[config.mk]
export PLATFORM = sky130hd
export DESIGN_NAME = mux_n_stream
export DESIGN_NICKNAME = d
export VERILOG_FILES = /design/src/rtl/mux_n_stream.sv
export SDC_FILE = /design/constraint.sdc
export NUM_CORES = 1
export LEC_CHECK = 0
export CORE_MARGIN = 1.5
export CORE_UTILIZATION = 40
export CTS_CLUSTER_DIAMETER = 50
export DETAILED_ROUTE_END_ITERATION = 16
export PLACE_DENSITY = 0.95
export SKIP_LAST_GASP = 1
export SYNTH_ARGS = -nofsm -noshare
export SYNTH_HDL_FRONTEND = slang
export SYNTH_SLANG_ARGS = --single-unit
[constraint.sdc]
create_clock -name clk_i -period 3.8 [get_ports clk_i]
set_input_delay 0.76 -clock clk_i [delete_from_list [all_inputs] [get_ports clk_i]]
set_output_delay 0.76 -clock clk_i [all_outputs]
set_load 0.01 [all_outputs]
[src/rtl/mux_n_stream.sv]
// N-input registered stream multiplexer: external or round-robin channel select
// feeding a one-entry output register with valid/ready on every port.
module mux_n_stream #(
  parameter int unsigned WIDTH   = 32,
  parameter int unsigned NUM_IN  = 4,
  parameter int unsigned RR_MODE = 0,
  parameter int unsigned SEL_W   = $clog2(NUM_IN)
) (
  input  logic                    clk_i,
  input  logic                    rst_ni,
  input  logic [NUM_IN*WIDTH-1:0] in_data_i,
  input  logic [NUM_IN-1:0]       in_valid_i,
  output logic [NUM_IN-1:0]       in_ready_o,
  input  logic [SEL_W-1:0]        sel_i,
  output logic [WIDTH-1:0]        out_data_o,
  output logic [SEL_W-1:0]        out_idx_o,
  output logic                    out_valid_o,
  input  logic                    out_ready_i
);

  logic             load;
  logic             grant_vld;
  logic [SEL_W-1:0] grant_idx;
  logic [WIDTH-1:0] grant_data;

  logic [WIDTH-1:0] out_data_d, out_data_q;
  logic [SEL_W-1:0] out_idx_d,  out_idx_q;
  logic             out_valid_d, out_valid_q;
  logic [SEL_W-1:0] ptr_d, ptr_q;

  assign load = !out_valid_q || out_ready_i;

  always_comb begin
    int unsigned cand;
    grant_vld  = 1'b0;
    grant_idx  = '0;
    grant_data = '0;
    cand       = 0;
    if (RR_MODE != 0) begin
      // Search starts at ptr and wraps explicitly so non-power-of-2 NUM_IN works.
      for (int unsigned i = 0; i < NUM_IN; i++) begin
        cand = 32'(ptr_q) + i;
        if (cand >= NUM_IN) cand = cand - NUM_IN;
        for (int unsigned k = 0; k < NUM_IN; k++) begin
          if (!grant_vld && (k == cand) && in_valid_i[k]) begin
            grant_vld  = 1'b1;
            grant_idx  = SEL_W'(k);
            grant_data = in_data_i[k*WIDTH +: WIDTH];
          end
        end
      end
    end else begin
      // Out-of-range selects match no channel and therefore never grant.
      for (int unsigned k = 0; k < NUM_IN; k++) begin
        if ((sel_i == SEL_W'(k)) && in_valid_i[k]) begin
          grant_vld  = 1'b1;
          grant_idx  = SEL_W'(k);
          grant_data = in_data_i[k*WIDTH +: WIDTH];
        end
      end
    end
  end

  always_comb begin
    in_ready_o = '0;
    for (int unsigned k = 0; k < NUM_IN; k++) begin
      in_ready_o[k] = rst_ni && load && grant_vld && (grant_idx == SEL_W'(k));
    end
  end

  always_comb begin
    out_data_d  = out_data_q;
    out_idx_d   = out_idx_q;
    out_valid_d = out_valid_q;
    ptr_d       = ptr_q;
    if (load) begin
      if (grant_vld) begin
        out_data_d  = grant_data;
        out_idx_d   = grant_idx;
        out_valid_d = 1'b1;
        ptr_d       = (grant_idx == SEL_W'(NUM_IN - 1)) ? '0 : grant_idx + SEL_W'(1);
      end else begin
        out_valid_d = 1'b0;
      end
    end
  end

  always_ff @(posedge clk_i) begin
    if (!rst_ni) begin
      out_data_q  <= '0;
      out_idx_q   <= '0;
      out_valid_q <= 1'b0;
      ptr_q       <= '0;
    end else begin
      out_data_q  <= out_data_d;
      out_idx_q   <= out_idx_d;
      out_valid_q <= out_valid_d;
      ptr_q       <= ptr_d;
    end
  end

  assign out_data_o  = out_data_q;
  assign out_idx_o   = out_idx_q;
  assign out_valid_o = out_valid_q;

endmodule

# After elaboration in Yosys (flattened, before gate mapping)
# Index checks and enable logic that the tools add are counted.
# Widths: inputs -> output; s select.
classes:
  muxes: 12
  reduce_logical: 15
  n_eq_ne: 6
ops:
  columns: ["operator", "n"]
  rows:
  - ["$mux 32", 4]
  - ["$logic_and 1x1->1", 10]
  - ["$eq 2x2->1 const B", 4]
  - ["$mux 1", 6]
  - ["$eq 2x1->1 const B", 2]
  - ["$logic_not 2->1", 2]
  - ["$mux 2", 2]
  - ["$reduce_and 2->1", 1]
  - ["$logic_not 1->1", 1]
  - ["$logic_or 1x1->1", 1]
totals:
  reg_bits: 35
  input_bits: 137
  out_inout_bits: 39

# Depth between registers and ports, before layout
depth:
  word_depth: 8
  depth_mapped: 6
  mapped_depth_nobuf: 3

# Worst setup path before layout
# Ideal clock, no wire load.
synth_path:
  kind: "input to output"
  startpoint: "input port sel_i[1]"
  endpoint: "output port in_ready_o[0]"
  cell_stages: 6
  path_slack_ns: 1.038
  arrival_time_ns: 2.002
  path_cell_list: "buf_4 -> mux4_2 -> and3_1 -> buf_6 -> buf_6 -> o211a_1"
synth_via:
  elab_chain_cells: 8
  elab_cells_between_ends: 18
synth_rtl:
  columns: ["element", "line_no", "source"]
  rows:
  - ["start: declaration", "14", "input logic [SEL_W-1:0] sel_i,"]
  - ["$logic_not 2->1", "55", "if ((sel_i == SEL_W'(k)) && in_valid_i[k]) begin"]
  - ["$logic_and 1x1->1", "55", null]
  - ["$mux 1 (4 in a row)", "55", null]
  - ["$logic_and 1x1->1", "67", "in_ready_o[k] = rst_ni && load && grant_vld && (grant_idx == SEL_W'(k));"]
  - ["$logic_and 1x1->1 *", "67", null]
  - ["end: declaration", "13", "output logic [NUM_IN-1:0] in_ready_o,"]
# Mark *: on every way between the ends. The rest lies on a longest branch, timed or not.

# Worst setup path after layout
layout_path:
  startpoint: "input port in_valid_i[2]"
  endpoint: "output port in_ready_o[2]"
layout_via:
  elab_chain_cells: 5
  elab_cells_between_ends: 8
layout_rtl:
  columns: ["element", "line_no", "source"]
  rows:
  - ["start: declaration", "12", "input logic [NUM_IN-1:0] in_valid_i,"]
  - ["$logic_and 1x1->1 *", "55", null]
  - ["$mux 2 or $mux 1 (tied branches) (2 in a row)", "55", null]
  - ["$eq 2x2->1 or $logic_and 1x1->1 (tied branches)", "67", null]
  - ["$logic_and 1x1->1 *", "67", null]
# Marked as above.

==> results.ini <==
[power]
vdd_ir_drop_max_uv = 146
p_per_area_nw_per_um2 = 236
p_sw_share_pct = 28.9
p_sw_w = 0.000313
p_comb_share_pct = 38.8
p_int_w = 0.000768
power_frac_seq_pct = 37.9
power_frac_clock_pct = 23.4
power_w = 0.00108
p_leak_nw = 1.74

[critical_path]
regToRegSetupSlack_ps = 2450
timing.rr.start = out_valid_o
worst-path-buf-inv = 2
cp_cell_sequence = clkdlybuf4s50_1, mux4_2, and3_1, and4b_1, clkdlybuf4s50_1
startpoint_type = primary input
slowest_stage = mux4_2
critPathCaptureType = primary output
critical_path_class = primary input to primary output
required_ps = 3040
arrival_ps = 2690
cp_top_family = buffers and inverters
r2r_end = out_data_o[21]
r2r_cells = 4
critPathMaxStageDelay_ps = 550
cp_max_fo = 5
cp_common_cell = clkdlybuf4s50_1
path_depth = 5
critPathCapture = in_ready_o[2]
crit_path_start = in_valid_i[2]

[yosys]
netlist.top_cell.by_area = dfxtp_1
yosysTopAreaCellShare_pct = 25.3
yosys-top-cells-area = dfxtp_1 25%, a32o_1 12%, and3b_1 10%
synth.avg_cell_area_sq_um = 8.43
ys_types = 31
syn-num-nets = 466
synthCells = 329
synth-warning-count = 0
synth-seq-cells = 35
yosysSeqAreaShare_pct = 25.3
synth_area_sq_um = 2770

[clock_tree]
clkTransAtPathRegs_ps = 70
root_buffer = clkbuf_8
cts_tree = built
clock_path_buffers = 2
post_cts_buffers = 0
ctsHoldBuffers = 0
insertion_delay_ps = 280
cts_max_level = 2
numCtsBuffers = 5
clock_sinks = 35
cts_resized = 0

[global_routing]
grt_pass1_wl_microns = 15300
grt_pass1_vias = 3187
grt_max_degree = 71
grt-ovfl-total = 0
track_usage_pct = 25.6
antenna_found_initial = 1

[drt]
route.detailed.drc = 0
route.met2.wl_microns = 4840
wl_met1_microns = 4000
first_pass_iters = 5
wl_per_cell_microns = 17.8
vias_per_cell = 6.02
routed.top_layer = met4
met3_length_microns = 846
drt_iter0_markers = 161
drt_wl_total_microns = 9900
vias = 3349
ant_nets = 0

[layout]
drive_above_1_share_pct = 4.63
stdcell_count = 556
multi_input_area_sq_um = 1750
fillers = 522
seqCellArea_sq_um = 701
nets = 613
syn_to_final_growth_pct = 65.1

[floorplanning]
std_cell_rows = 30
dieArea_sq_um = 7440
start_util_pct = 41.0
coreArea_sq_um = 6760
die_h_microns = 86.3
die_w_microns = 86.3
ioPinCount = 176

[sta]
skew_ps = 3.19
fmax_mhz = 290
rsz0062_at_grt = no
slew_headroom_pct = 52.0
maxSlewViolCount = 0
setup_tns_ps = 0
hold_viol_final = 0
setup_viol = 0
hold_slack_ps = 464
period_share_pct = 90.7
setup_slack_ps = 355
final.min_clock_period_ps = 3450
max_slew.worst_pin.slew_ps = 720

[job]
drv_cap = 0

[placement]
place_congestion = 0.859
dp_hpwl_microns = 6830
post-place-ws_ps = 366
dpl.cell_count = 549
io_buffers = 175

[min_path]
hp-class = flop to flop

[outcome]
status = finished clean

flip-flops by register name, indices dropped and copies added, names as in the netlist:
| register | cells |
|---|---|
| out_data_o | 32 |
| out_idx_o | 2 |
| out_valid_o | 1 |
placed cells by master, fill, tap and decap left out, types with 2 or more instances in the layout:
| cell | count |
|---|---|
| clkdlybuf4s50_1 | 173 |
| dfxtp_1 | 35 |
| inv_1 | 32 |
| nand4b_1 | 32 |
| o221ai_1 | 32 |
| nor3b_1 | 32 |
| and3b_1 | 32 |
| o21ai_0 | 32 |
| a32o_1 | 32 |
| buf_4 | 11 |
| clkbuf_8 | 5 |
| nand3_1 | 2 |
| nor2_1 | 2 |
| a21boi_0 | 2 |
| o21a_1 | 2 |
| buf_2 | 2 |
power groups by stage:
| stage | registers, W | clock network [W] | logic (W) |
|---|---|---|---|
| 5_1_grt | 0.000413 | 0.000278 | 0.000446 |
| 6_report | 0.000409 | 0.000252 | 0.000419 |
| 4_1_cts | 0.000409 | 0.000259 | 0.000417 |
| 3_5_place_dp | 0.000417 | 0 | 0.000416 |
| 3_3_place_gp | 0.000417 | 0 | 0.000407 |
| 2_1_floorplan | 0.000428 | 0 | 0.000169 |
per-layer routing:
metal,vias to the layer above,GRT usage (%)
met4,0,9.68
met2,185,43.7
met3,24,5.90
met1,1557,31.5
li1,1583,-
met5,-,0
stage by stage:
stage	util, %	cell area (sq um)
finish	67.7	4580
global route	67.7	4570
CTS	67.7	4570
detailed placement	66.6	4500
global placement	66.6	4500
floorplan	-	2770
synth_stat cells:
library cell and number:
clkbuf_1 37, dfxtp_1 35, a32o_1 32, and3b_1 32, inv_1 32, nand4b_1 32
nor3b_1 32, o21ai_0 32, o221ai_1 32, buf_2 4, buf_6 4, a21boi_0 2
mux2i_1 2, nand3_1 2, nor2_1 2, o21a_1 2, a21boi_1 1, a21oi_1 1
and3_1 1, and4b_1 1, buf_4 1, clkinv_1 1, mux4_2 1, nand2_1 1
nand2b_1 1, nand3b_1 1, nor2b_1 1, o211a_1 1, o31ai_1 1, or3_1 1
or3b_2 1
layout make-up:
class / count / area share (%)
tap: 80 / 2.19
sequential: 35 / 15.3
multi-input combinational: 215 / 38.3
clock buffer: 6 / 1.59
timing repair buffer: 186 / 39.9
antenna: 1 / 0.0547
inverter: 33 / 2.71
kinds of logic (layout without fill, tap and decap cells):
logic type | after synthesis | in the layout | synth area share (%)
AND/OR/NAND/NOR | 108 | 108 | 31.5
AO/OA/AOI/OAI | 104 | 104 | 29.6
buffers and inverters | 79 | 225 | 12.1
flip-flops | 35 | 35 | 25.3
multiplexers | 3 | 3 | 1.53
other | 0 | 1 | 0
worst min path at each step:
stage	start	to	slack, ps	cells after the start
CTS	out_data_o[22]	out_data_o[22]	470	1
detailed placement	out_data_o[22]	out_data_o[22]	450	1
global route	out_data_o[1]	out_data_o[1]	490	1
global placement	out_data_o[20]	out_data_o[20]	450	1
finish	out_data_o[22]	out_data_o[22]	460	1
floorplan	out_idx_o[1]	out_idx_o[1]	500	2
worst reg2reg max path, cell delays in order (launching register included):
cell	delay, ps
dfxtp_1	360
nand2b_1	150
and3_1	270
buf_4	220
a32o_1	240
Power figures use the tool's default switching activity.
